$ cat config.mk
export PLATFORM = sky130hd
export DESIGN_NAME = custom_wptr_full
export DESIGN_NICKNAME = d
export VERILOG_FILES = /design/src/rtl/async_fifo_pkg.sv /design/src/rtl/custom_wptr_full.sv
export SDC_FILE = /design/constraint.sdc
export NUM_CORES = 1
export LEC_CHECK = 0
export ABC_AREA = 1
export BUFFER_PORTS_ARGS = -buffer_cell sky130_fd_sc_hd__buf_4
export CORE_AREA = 2 2 55 57
export CTS_CLUSTER_SIZE = 12
export DETAILED_ROUTE_END_ITERATION = 12
export DIE_AREA = 0 0 57 59
export PLACE_DENSITY = 0.64
export REMOVE_ABC_BUFFERS = 1
export SLEW_MARGIN = 20
export SYNTH_ARGS = -nofsm -noshare
export SYNTH_HDL_FRONTEND = slang
export SYNTH_SLANG_ARGS = --single-unit
$ cat constraint.sdc
create_clock -name wclk_i -period 3.95 [get_ports wclk_i]
set_input_delay 0.79 -clock wclk_i [delete_from_list [all_inputs] [get_ports wclk_i]]
set_output_delay 0.79 -clock wclk_i [all_outputs]
set_load 0.01 [all_outputs]
$ cat src/rtl/async_fifo_pkg.sv
// ---------------------------------------------------------------------------
// async_fifo_pkg
// Shared definitions for the asynchronous FIFO pointer logic.
//   ADDRSIZE_DEFAULT : default FIFO address width (depth = 2**ADDRSIZE)
//   bin2gray         : binary -> reflected Gray code
//   gray2bin         : reflected Gray code -> binary
// Both conversions operate on a 32-bit container. Narrower pointers are
// zero-extended on the way in and truncated on the way out. Leading zero
// bits map to leading zero bits in either direction, so the result is
// exact for any pointer width up to 32 (ADDRSIZE up to 31).
// ---------------------------------------------------------------------------
package async_fifo_pkg;

    localparam int ADDRSIZE_DEFAULT = 4;

    function automatic logic [31:0] bin2gray(input logic [31:0] bin);
        return (bin >> 1) ^ bin;
    endfunction

    function automatic logic [31:0] gray2bin(input logic [31:0] gray);
        logic [31:0] bin;
        bin[31] = gray[31];
        for (int i = 30; i >= 0; i--) begin
            bin[i] = bin[i+1] ^ gray[i];
        end
        return bin;
    endfunction

endpackage

$ cat src/rtl/custom_wptr_full.sv
// ---------------------------------------------------------------------------
// custom_wptr_full
// Write-side pointer and status generator for an asynchronous FIFO. The
// whole block runs in the write clock domain.
//
// Parameters
//   ADDRSIZE     : FIFO address width, depth = 2**ADDRSIZE (2..31)
//   AFULL_THRESH : fill level at or above which wafull_o asserts
//
// Ports
//   wclk_i           in   1           write clock
//   wrst_n_i         in   1           async-assert, active-low reset
//   winc_i           in   1           write request
//   wovf_clr_i       in   1           clears the sticky overflow flag
//   rptr_sync2_wrclk in   ADDRSIZE+1  Gray read pointer, already in wclk_i
//   waddr_o          out  ADDRSIZE    binary write address to the memory
//   wptr_g           out  ADDRSIZE+1  Gray write pointer, to the read side
//   wfull_o          out  1           FIFO full (registered)
//   wafull_o         out  1           FIFO almost full (registered)
//   wlevel_o         out  ADDRSIZE+1  write-side occupancy, 0..2**ADDRSIZE
//   wovf_o           out  1           sticky: write attempted while full
// ---------------------------------------------------------------------------
module custom_wptr_full
    import async_fifo_pkg::*;
#(
    parameter int ADDRSIZE     = ADDRSIZE_DEFAULT,
    parameter int AFULL_THRESH = 12
) (
    input  logic                wclk_i,
    input  logic                wrst_n_i,
    input  logic                winc_i,
    input  logic                wovf_clr_i,
    input  logic [ADDRSIZE:0]   rptr_sync2_wrclk,
    output logic [ADDRSIZE-1:0] waddr_o,
    output logic [ADDRSIZE:0]   wptr_g,
    output logic                wfull_o,
    output logic                wafull_o,
    output logic [ADDRSIZE:0]   wlevel_o,
    output logic                wovf_o
);

    localparam int PW = ADDRSIZE + 1;

    logic [PW-1:0] wbin;
    logic [PW-1:0] wbin_next;
    logic [PW-1:0] wgray_next;
    logic [PW-1:0] rbin;
    logic [PW-1:0] level_next;
    logic [PW-1:0] rptr_full_cmp;
    logic          wr_ok;
    logic          full_next;
    logic          afull_next;
    logic          ovf_next;

    // A request while full is dropped and never moves the pointer.
    assign wr_ok      = winc_i & ~wfull_o;
    assign wbin_next  = wbin + PW'(wr_ok);
    assign wgray_next = PW'(bin2gray(32'(wbin_next)));

    // Address comes straight from the register so it is usable in the same
    // cycle as winc_i.
    assign waddr_o = wbin[ADDRSIZE-1:0];

    // Full when the write pointer is exactly one lap ahead of the read
    // pointer: in Gray code that is the read pointer with its two MSBs
    // inverted and the remaining bits equal.
    assign rptr_full_cmp = {~rptr_sync2_wrclk[ADDRSIZE:ADDRSIZE-1],
                            rptr_sync2_wrclk[ADDRSIZE-2:0]};
    assign full_next     = (wgray_next == rptr_full_cmp);

    // Modular subtraction keeps the level correct across pointer wraps.
    assign rbin       = PW'(gray2bin(32'(rptr_sync2_wrclk)));
    assign level_next = wbin_next - rbin;
    assign afull_next = (33'(level_next) >= 33'(AFULL_THRESH));

    // Set has priority over clear.
    assign ovf_next = (winc_i & wfull_o) | (wovf_o & ~wovf_clr_i);

    always_ff @(posedge wclk_i or negedge wrst_n_i) begin
        if (!wrst_n_i) begin
            wbin     <= '0;
            wptr_g   <= '0;
            wfull_o  <= 1'b0;
            wafull_o <= 1'b0;
            wlevel_o <= '0;
            wovf_o   <= 1'b0;
        end else begin
            wbin     <= wbin_next;
            wptr_g   <= wgray_next;
            wfull_o  <= full_next;
            wafull_o <= afull_next;
            wlevel_o <= level_next;
            wovf_o   <= ovf_next;
        end
    end

endmodule

Yosys cells after proc, flatten, opt, wreduce, memory -nomap -nowiden
Index checks and enable logic that the tools add are counted.

operators by class
  bitwise operators = 12
  $lt $le $gt $ge = 1
  add/subtract/negate cells = 2
  equal/unequal tests = 1

operator list
  kind                                                                                  count
  5-bit by 1-bit adder with 5-bit output                                                1
  5-bit equality test                                                                   1
  5-bit by 4-bit greater-or-equal comparator with 1-bit output (second input constant)  1
  5-bit subtractor                                                                      1
  4-bit by 5-bit bitwise XOR with 5-bit output                                          1
  1-bit bitwise XOR                                                                     4
  1-bit bitwise AND                                                                     3
  1-bit NOT                                                                             2
  2-bit NOT                                                                             1
  1-bit OR                                                                              1

storage, ports and cells
  output and inout bits = 17
  register bits after elaboration = 18
  logic and storage cells = 22
  bits of input ports = 9

Logic depth before layout (Yosys ltp)
Gate-level depths: netlist (run 1).

  word-level depth = 6
  gate-level depth with buffers = 17

Worst setup path after synthesis (run 1)
OpenSTA, ideal clock, no wires.

  kind = input-to-reg
  from = input rptr_sync2_wrclk[3]
  to = register wafull_o
  path buffers = 0
  path slack = 1333 ps
  setup time = 68 ps
  stages = 17
  data arrival time = 2549 ps
  required time = 3882 ps
  cell sequence = inv_1 -> nand2_1 -> nand2_1 -> nand2_1 -> nand2_1 -> nand2_1 -> nand2_1 -> xor2_1 -> inv_1 -> ha_1 -> fa_1 -> inv_1 -> nand2_1 -> nand2_1 -> a21oi_1 -> or2_1 -> nand3_1

on the way
  word-level cells in the longest chain between the ends = 6

ends and longest elaborated chain
  item                                                              line                    RTL
  from (decl)                                                       custom_wptr_full.sv:33  input logic [ADDRSIZE:0] rptr_sync2_wrclk,
  1-bit bitwise XOR (*)                                             async_fifo_pkg.sv:24    bin[i] = bin[i+1] ^ gray[i];
  1-bit bitwise XOR (3 in series)                                   async_fifo_pkg.sv:24
  5-bit subtractor (*)                                              custom_wptr_full.sv:73  assign level_next = wbin_next - rbin;
  5-bit by 4-bit greater-or-equal comparator with 1-bit output (*)  custom_wptr_full.sv:74  assign afull_next = (33'(level_next) >= 33'(AFULL_THRESH));
  via afull_next                                                    custom_wptr_full.sv:52  logic afull_next;
  to (signal assigned)                                              custom_wptr_full.sv:91  wafull_o <= afull_next;
  to (decl)                                                         custom_wptr_full.sv:37  output logic wafull_o,

The timed path passes the listed nets; every way through them passes the cells marked *.

Final worst setup path (run 1)
  from = input winc_i
  to = register wafull_o

on the way
  word-level cells in the longest chain between the ends = 4

ends and longest elaborated chain
  item                                                          line                    RTL
  from (decl)                                                   custom_wptr_full.sv:31  input logic winc_i,
  1-bit bitwise AND                                             custom_wptr_full.sv:56  assign wr_ok = winc_i & ~wfull_o;
  5-bit by 1-bit adder with 5-bit output                        custom_wptr_full.sv:57  assign wbin_next = wbin + PW'(wr_ok);
  via wbin_next[2]                                              custom_wptr_full.sv:45  logic [PW-1:0] wbin_next;
  5-bit subtractor                                              custom_wptr_full.sv:73
  via level_next[3]                                             custom_wptr_full.sv:48  logic [PW-1:0] level_next;
  5-bit by 4-bit greater-or-equal comparator with 1-bit output  custom_wptr_full.sv:74
  via afull_next                                                custom_wptr_full.sv:52

The timed path passes the listed nets, and every way through them passes these cells.

==> results.md, run 1 <==
* CP Capture Type: flip-flop
* Initial DRC Count at 20
* Commonest cells after routing, fill and taps aside: 40 x nand2_1, 25 x buf_4, 19 x inv_1
* Worst Clk Skew at 0.827 ps
* Post-layout min period at 2670 ps
* Flop pwr share at 0.307
* Std-Cell Core Area at 2710 sq um
* Setup TNS at 0 ps
* Final Util at 0.439
* Peak VDD IR at 420 uV
* Internal power at 567 uW
* First-pass GRT wire length at 3100 um
* Pre-CTS WS at 991 ps
* Hold slack final at 342 ps
* Maximum clock rate at 0.375 GHz
* Quantity of hold-fixing buffers added after cts at 0
* Multi-input logic area at 439 sq um
* Die area at 3360 sq um
* Drt first pass iters at 4
* Vias in the first global route at 728
* Status: complete, no violations
* Combinational share of power at 0.602
* Top Ports at 26
* WL final at 1890 um
* Post-CTS sizing at 0
* Final setup vio count at 0
* Initial core utilization at 0.345
* Routed Antenna Nets at 0
* Die W at 57 um
* Nets at 164
* Share of cells above drive strength 1 at 0.211
* CTS tree: built
* Clk root buf: clkbuf_4
* Fillers at 293
* Distinct cells, synth at 15
* Synthesized netlist cell count at 118
* Pin count of the biggest net entering global routing at 18
* Cts bufs inserted at 3
* Ys Warns at 0
* Final instance area at 1190 sq um
* Largest fanout on the critical path at 5
* HP Class: primary input to asynchronous set/reset pin
* Dpl cell area at 1160 sq um
* Die height at 59 um
* CP Class: primary input to flip-flop
* Worst Tran Pin Value at 238 ps
* IO buf count at 25
* Startpoint types: primary input
* Arrival time worst endpoint at 2850 ps
* Final worst path period share at 0.676
* Netlist Area Pre-Place at 936 sq um
* Bufs on Longest Clock Path at 2
* Area Overhead vs Synth at 27.0%
* Overflow left after global routing at 0
* Gr usage total at 0.121
* Clk pwr share at 0.091
* Worst-skew pair later-pin latency at 290 ps
* Via count at 850
* Leakage at 0.678 nW
* Post-synthesis register bit count at 17
* Data required, critical path at 4130 ps
* Setup bufs post-CTS at 0
* Clock transition at path regs at 100 ps
* Commonest non-fill, non-tap cell in the layout: nand2_1
* Setup WS post-layout at 1280 ps
* Via-to-Cell Ratio at 4.78
* Initial antenna violation count at 0
* Syn_area_per_cell at 7.93 sq um
* H-tree depth at 1
* DRC at 0
* Hold Fails Final Rpt at 0
* DR WL/cell at 10.6 um
* Diode count at 0
* Rows at 19
* Register Area at 425 sq um
* Final GP Congestion at 0.870
* Sequential cell area fraction in the yosys report at 0.455
* Power Density at 857 nW/um^2
* Sw Pwr at 451 uW
* DP Cell Count at 174
* Non-Filler Instances at 178
* Switching share of power at 0.443
* Tot Pwr at 1.02 mW
* Clock Sinks at 17
* RSZ-0062 raised after global routing: no
* Maxcap violations at 0
* Slew Limit Fails at 0
* Max-slew headroom at 0.841
* DP HPWL at 1510 um
-- sequential cells by signal, summed over array words and instances (netlist names) --
register  cells
wovf_o        1
wbin          5
wlevel_o      5
wafull_o      1
wfull_o       1
wptr_g        4
-- cells by family after synthesis --
family / share of synthesized area
buffers and inverters: 0.0762
XOR/XNOR: 0.0281
adder cells (fa/ha/maj): 0.102
AND/OR/NAND/NOR: 0.318
AO/OA/AOI/OAI: 0.0214
flip-flops: 0.455
-- cells in the mapped netlist --
master	instances	area, sq um
nand2_1	40	150
inv_1	19	71.3
dfrtp_1	17	425
nand3_1	17	85.1
ha_1	6	75.1
nand2_2	3	18.8
nand4_1	3	18.8
nor2_1	3	11.3
a21oi_1	2	10.0
o21ai_0	2	10.0
xor2_1	2	17.5
fa_1	1	20.0
nand3b_1	1	7.51
or2_1	1	6.26
xnor2_1	1	8.76
-- power by group through the flow --
stage | sequential (mW) | combinational (mW) | clock, mW
6_report | 0.313 | 0.612 | 0.0931
2_1_floorplan | 0.353 | 0.359 | 0
5_1_grt | 0.324 | 0.701 | 0.105
3_5_place_dp | 0.316 | 0.620 | 0
4_1_cts | 0.313 | 0.622 | 0.0962
3_3_place_gp | 0.316 | 0.611 | 0
-- worst paths after layout --
| kind | startpoint | to | slack (ps) | cells after the start |
|---|---|---|---|---|
| min | wrst_n_i | wbin[1] | 340 | 1 |
| max in group asynchronous | wrst_n_i | wbin[3] | 3420 | 1 |
| min in group wclk_i | wfull_o | wovf_o | 530 | 2 |
| max reg2reg | wfull_o | wafull_o | 1460 | 12 |
| max | winc_i | wafull_o | 1280 | 14 |
| min reg2reg | wfull_o | wovf_o | 530 | 2 |
-- critical path: stages --
cell     delay (ps)
buf_4            80
inv_1            30
nor2_1          160
ha_1            260
ha_1            250
nand2_1         110
nand2_1         160
inv_1           100
ha_1            350
a21oi_1         150
o21ai_0         110
xor2_1          170
nand2_1          70
nand3_1          50
-- routing by layer --
| metal | vias to the layer above | part of all wire | GRT usage |
|---|---|---|---|
| li1 | 429 | - | - |
| met1 | 382 | 0.47 | 0.172 |
| met2 | 34 | 0.44 | 0.184 |
| met3 | 5 | 0.069 | 0.0197 |
| met4 | 0 | 0.015 | 0.0498 |
| met5 | - | 0 | 0 |
-- area by class of cell --
class | count | share of cell area
multi-input cells | 82 | 0.369
flip-flops and latches | 17 | 0.358
repair buffers | 25 | 0.158
inverters | 19 | 0.0600
well taps | 31 | 0.0326
clock buffers | 4 | 0.0221
(Power assumes the default switching activity.)
==> inputs of run 2 (changes only) <==
==> constraint.sdc (replaced) <==
create_clock -name wclk_i -period 2.7 [get_ports wclk_i]
set_input_delay 0.54 -clock wclk_i [delete_from_list [all_inputs] [get_ports wclk_i]]
set_output_delay 0.54 -clock wclk_i [all_outputs]
set_load 0.01 [all_outputs]
==> results.md, run 2 (synthesis results as in run 1) <==
* Top Registers: wbin: 5 flops, wlevel_o: 5 flops, wptr_g: 4 flops
* DP HPWL at 1530 um (+1.3%)
* Reg2Reg Depth at 12 (unchanged)
* Cts bufs inserted at 3 (unchanged)
* Combinational share of power at 0.616 (+0.014)
* IO buf count at 25 (unchanged)
* Share of cells above drive strength 1 at 0.227 (+0.0158)
* Power Density at 1270 nW/um^2 (+49%)
* CTS tree: built
* Std-Cell Core Area at 2710 sq um (unchanged)
* Clk root buf: clkbuf_4
* Via-to-Cell Ratio at 4.66 (-2.4%)
* Final worst path period share at 0.887
* Nets at 167 (+1.8%)
* WL final at 1930 um (+1.9%)
* Post-layout min period at 2390 ps
* Rows at 19 (unchanged)
* Bufs on Longest Clock Path at 2 (unchanged)
* First-pass GRT wire length at 3490 um (+13%)
* Area Overhead vs Synth at 29.4%
* H-tree depth at 1 (unchanged)
* Slew Limit Fails at 0 (unchanged)
* Maximum clock rate at 0.418 GHz
* RSZ-0062 raised after global routing: no
* Sw Pwr at 675 uW (+49%)
* Diode count at 0 (unchanged)
* Final Util at 0.447 (+0.00831)
* Initial DRC Count at 10 (-50%)
* Final setup vio count at 0 (unchanged)
* Drt first pass iters at 4 (unchanged)
* Die W at 57 um (unchanged)
* HP Class: primary input to asynchronous set/reset pin
* Largest fanout on the critical path at 3 (-2)
* Quantity of hold-fixing buffers added after cts at 0 (unchanged)
* Final GP Congestion at 0.814 (-6.5%)
* Worst-skew pair later-pin latency at 290 ps (about the same)
* Worst Clk Skew at 1.83 ps (+1.00 ps)
* CP Class: primary input to flip-flop
* Status: complete, no violations
* Startpoint types: primary input
* Clock Sinks at 17 (unchanged)
* Data required, critical path at 2930 ps (-1200 ps)
* Initial antenna violation count at 0 (unchanged)
* Pin count of the biggest net entering global routing at 18 (unchanged)
* Die area at 3360 sq um (unchanged)
* Vias in the first global route at 829 (+14%)
* Die height at 59 um (unchanged)
* Commonest non-fill, non-tap cell in the layout: nand2_1
* Leakage at 0.692 nW (+2.1%)
* Peak VDD IR at 644 uV (+53%)
* Reg2reg start: wfull_o
* Hold Fails Final Rpt at 0 (unchanged)
* Setup bufs post-CTS at 0 (unchanged)
* Arrival time worst endpoint at 2620 ps (-230 ps)
* Switching share of power at 0.437 (-0.00590)
* Top Ports at 26 (unchanged)
* Crit Reg-Reg Endpoint: wafull_o
* Worst Tran Pin Value at 250 ps (+12.4 ps)
* Internal power at 868 uW (+53%)
* Commonest cells after routing, fill and taps aside: 40 x nand2_1, 28 x buf_4, 19 x inv_1
* Worst reg2reg setup slack at 330 ps (-1130 ps)
* Clk pwr share at 0.088 (-0.003)
* Clock transition at path regs at 100 ps (about the same)
* Gr usage total at 0.135 (+0.0139)
* DRC at 0 (unchanged)
* Flop pwr share at 0.296 (-0.011)
* Setup TNS at 0 ps (unchanged)
* Overflow left after global routing at 0 (unchanged)
* Via count at 844 (-0.71%)
* DR WL/cell at 10.6 um (+0.22%)
* Routed Antenna Nets at 0 (unchanged)
* Initial core utilization at 0.345 (unchanged)
* Post-CTS sizing at 0 (unchanged)
* Maxcap violations at 0 (unchanged)
* CP Capture Type: flip-flop
* Max-slew headroom at 0.833 (-0.00826)
[run 2: how the worst max path moves through the flow]
stage	start	end	slack (ps)	depth (start not counted)
2_1_floorplan	rptr_sync2_wrclk[3]	wafull_o	330	17
3_3_place_gp	rptr_sync2_wrclk[3]	wafull_o	100	18
3_5_place_dp	rptr_sync2_wrclk[3]	wafull_o	40	18
4_1_cts	rptr_sync2_wrclk[3]	wafull_o	310	18
5_1_grt	wfull_o	wafull_o	80	12
6_report	rptr_sync2_wrclk[4]	wafull_o	310	18
[run 2: cell type report]
| cell class | count | area, sq um |
|---|---|---|
| multi-input combinational | 82 | 439 |
| fill | 276 | 1500 |
| timing repair buffer | 28 | 210 |
| sequential | 17 | 425 |
| clock buffer | 4 | 26.3 |
| tap | 31 | 38.8 |
| inverter | 19 | 71.3 |
[run 2: critical path, cell delays in order]
cell     delay, ps
buf_4          120
inv_1           60
nand2_1         70
nand2_1         80
nand2_1         70
nand2_1         90
nand2_1         60
nand2_1        110
xor2_1         160
inv_1           60
ha_1           210
fa_1           440
inv_1           70
nand2_1         50
nand2_1         50
a21oi_1         60
or2_1          240
nand3_1         80
[run 2: routing by layer]
layer / global-route usage / wire length, um
met4: 0.0498 / 27
met2: 0.210 / 876
met3: 0.0284 / 126
met5: 0 / 0
met1: 0.186 / 895
[run 2: per-stage QoR]
stage               setup WS (ps)  hold WS, ps  cells  power, mW  cell area [sq um]
CTS                           314         96.2    181       1.56               1210
finish                        306         94.3    181       1.54               1210
global route                 78.5         93.5    181       1.73               1210
detailed placement           35.9          422    177       1.41               1180
floorplan                     333          244    118       1.04                936
global placement              105          416    177       1.39               1180
[run 2: power groups by stage]
stage / clock network (mW) / registers, mW / logic (mW)
2_1_floorplan: 0 / 0.517 / 0.525
3_3_place_gp: 0 / 0.460 / 0.934
5_1_grt: 0.154 / 0.480 / 1.10
6_report: 0.136 / 0.456 / 0.950
3_5_place_dp: 0 / 0.460 / 0.955
4_1_cts: 0.143 / 0.458 / 0.960
==> inputs of run 3 (changes only) <==
--- a/config.mk
+++ b/config.mk
@@ -11,7 +11,6 @@
 export CTS_CLUSTER_SIZE = 12
 export DETAILED_ROUTE_END_ITERATION = 12
 export DIE_AREA = 0 0 57 59
-export PLACE_DENSITY = 0.64
 export REMOVE_ABC_BUFFERS = 1
 export SLEW_MARGIN = 20
 export SYNTH_ARGS = -nofsm -noshare
==> constraint.sdc (replaced) <==
create_clock -name wclk_i -period 2.4 [get_ports wclk_i]
set_input_delay 0.48 -clock wclk_i [delete_from_list [all_inputs] [get_ports wclk_i]]
set_output_delay 0.48 -clock wclk_i [all_outputs]
set_load 0.01 [all_outputs]
==> results.md, run 3 (synthesis results as in run 1) <==
* Arrival time worst endpoint at 2400 ps (-220 ps)
* Die W at 57 um (unchanged)
* Startpoint types: primary input
* Worst Tran Pin Value at 248 ps (-2.58 ps)
* WL final at 2130 um (+11%)
* Nets at 180 (+7.8%)
* Drt first pass iters at 4 (unchanged)
* Slowest cell on the critical path: fa_2
* Setup TNS at 0 ps (unchanged)
* Quantity of hold-fixing buffers added after cts at 0 (unchanged)
* Buf+Inv Stages, Crit Path at 4 (unchanged)
* H-tree depth at 1 (unchanged)
* Slew Limit Fails at 0 (unchanged)
* CP max stage delay at 360 ps (-80 ps)
* Top Registers: wbin: 5 flops, wlevel_o: 5 flops, wptr_g: 4 flops
* Final setup vio count at 0 (unchanged)
* Via count at 898 (+6.4%)
* Initial core utilization at 0.345 (unchanged)
* Clock Sinks at 17 (unchanged)
* Setup WS post-layout at 235 ps (-71.5 ps)
* Final Util at 0.493 (+0.0462)
* Data required, critical path at 2640 ps (-290 ps)
* Maxcap violations at 0 (unchanged)
* RSZ-0062 raised after global routing: no
* Rows at 19 (unchanged)
* Clk root buf: clkbuf_4
* IO buf count at 25 (unchanged)
* Diode count at 0 (unchanged)
* Worst Clk Skew at 2.47 ps (+0.641 ps)
* Top Ports at 26 (unchanged)
* Initial antenna violation count at 0 (unchanged)
* Commonest cells after routing, fill and taps aside: 41 x buf_4, 39 x nand2_1, 19 x inv_1
* DR WL/cell at 11.0 um (+3.2%)
* Cts bufs inserted at 3 (unchanged)
* Gr usage total at 0.150 (+0.0153)
* Std-Cell Core Area at 2710 sq um (unchanged)
* Pre-CTS WS at -140 ps (-176 ps)
* Final GP Congestion at 0.819 (+0.64%)
* Final worst path period share at 0.902
* CP Capture Type: flip-flop
* Hold Fails Final Rpt at 0 (unchanged)
* Fillers at 278 (+0.72%)
* Peak VDD IR at 726 uV (+13%)
* Bufs on Longest Clock Path at 2 (unchanged)
* DP HPWL at 1720 um (+13%)
* Clock transition at path regs at 100 ps (about the same)
* CP Class: primary input to flip-flop
* First-pass GRT wire length at 3810 um (+9.1%)
* Via-to-Cell Ratio at 4.63 (-0.73%)
* Crit path top cell by count: nand2_1
* Post-layout min period at 2170 ps
* DRC at 0 (unchanged)
* Die area at 3360 sq um (unchanged)
* Initial DRC Count at 13 (+3)
* Max-slew headroom at 0.835 (+0.00172)
* Area Overhead vs Synth at 42.8%
* Vias in the first global route at 867 (+4.6%)
* Delay-heaviest family, CP: simple AND/OR/NAND/NOR gates
* Reg2reg start: wfull_o
* Hold slack final at 29.2 ps (-65.1 ps)
* Beginning of the critical path: rptr_sync2_wrclk[4]
* Worst-skew pair later-pin latency at 290 ps (about the same)
* Routed Antenna Nets at 0 (unchanged)
* Multi-input logic area at 467 sq um (+6.3%)
* Largest fanout on the critical path at 3 (unchanged)
* Leakage at 0.750 nW (+8.3%)
* Worst-path cell chain: buf_4 > inv_1 > nand2_1 > nand2_1 > nand2_1 > nand2_1 > nand2_1 > nand2_2 > xor2_1 > inv_1 > ha_2 > fa_2 > inv_1 > nand2_1 > nand2_1 > a21oi_1 > or2_1 > nand3_1
* Pin count of the biggest net entering global routing at 18 (unchanged)
* Power Density at 1410 nW/um^2 (+11%)
* Overflow left after global routing at 0 (unchanged)
* Die height at 59 um (unchanged)
* Share of cells above drive strength 1 at 0.331 (+0.105)
* CTS tree: built
* Register Area at 425 sq um (unchanged)
* HP Class: primary input to asynchronous set/reset pin
* Status: complete, no violations
* Commonest non-fill, non-tap cell in the layout: buf_4
* Maximum clock rate at 0.462 GHz
==> run 3: power by group <==
part           internal (mW)  total, mW  switching, mW
Clock                 0.0648      0.154         0.0896
Combinational          0.588       1.22          0.627
Sequential             0.434      0.519         0.0856
Total                   1.09       1.89          0.802
==> run 3: per-stage QoR <==
stage	cell area, sq um	instances	power [mW]
6_report	1340	194	1.89
5_1_grt	1340	194	2.11
4_1_cts	1310	194	1.88
3_5_place_dp	1280	190	1.71
3_3_place_gp	1280	190	1.69
2_1_floorplan	936	118	1.17
==> run 3: path summary, 6_finish.rpt <==
path / cells past startpoint / slack [ps] / to
worst min-delay path: 1 / 30 / wbin[1]
worst max-delay path: 18 / 230 / wafull_o
min in group wclk_i: 2 / 380 / wovf_o
worst min register to register: 2 / 540 / wovf_o
max in group asynchronous: 1 / 2180 / wbin[0]
worst max register to register: 13 / 270 / wafull_o
==> run 3: per-layer routing <==
metal  GRT usage  part of all wire
met3      0.0306             0.052
met4      0.0698             0.020
met5           0                 0
met2       0.241              0.47
met1       0.195              0.46
==> run 3: layout make-up <==
type / instances / area share
Clock buffer: 4 / 0.0197
Inverter: 19 / 0.0534
Multi-Input combinational cell: 82 / 0.349
Sequential cell: 17 / 0.318
Tap cell: 31 / 0.0290
Timing Repair Buffer: 41 / 0.230
==> run 3: repair_timing <==
item	4_1_cts	5_1_grt
endpoints found under the setup margin	0	2
setup buffers	0	0
resized for setup	0	8
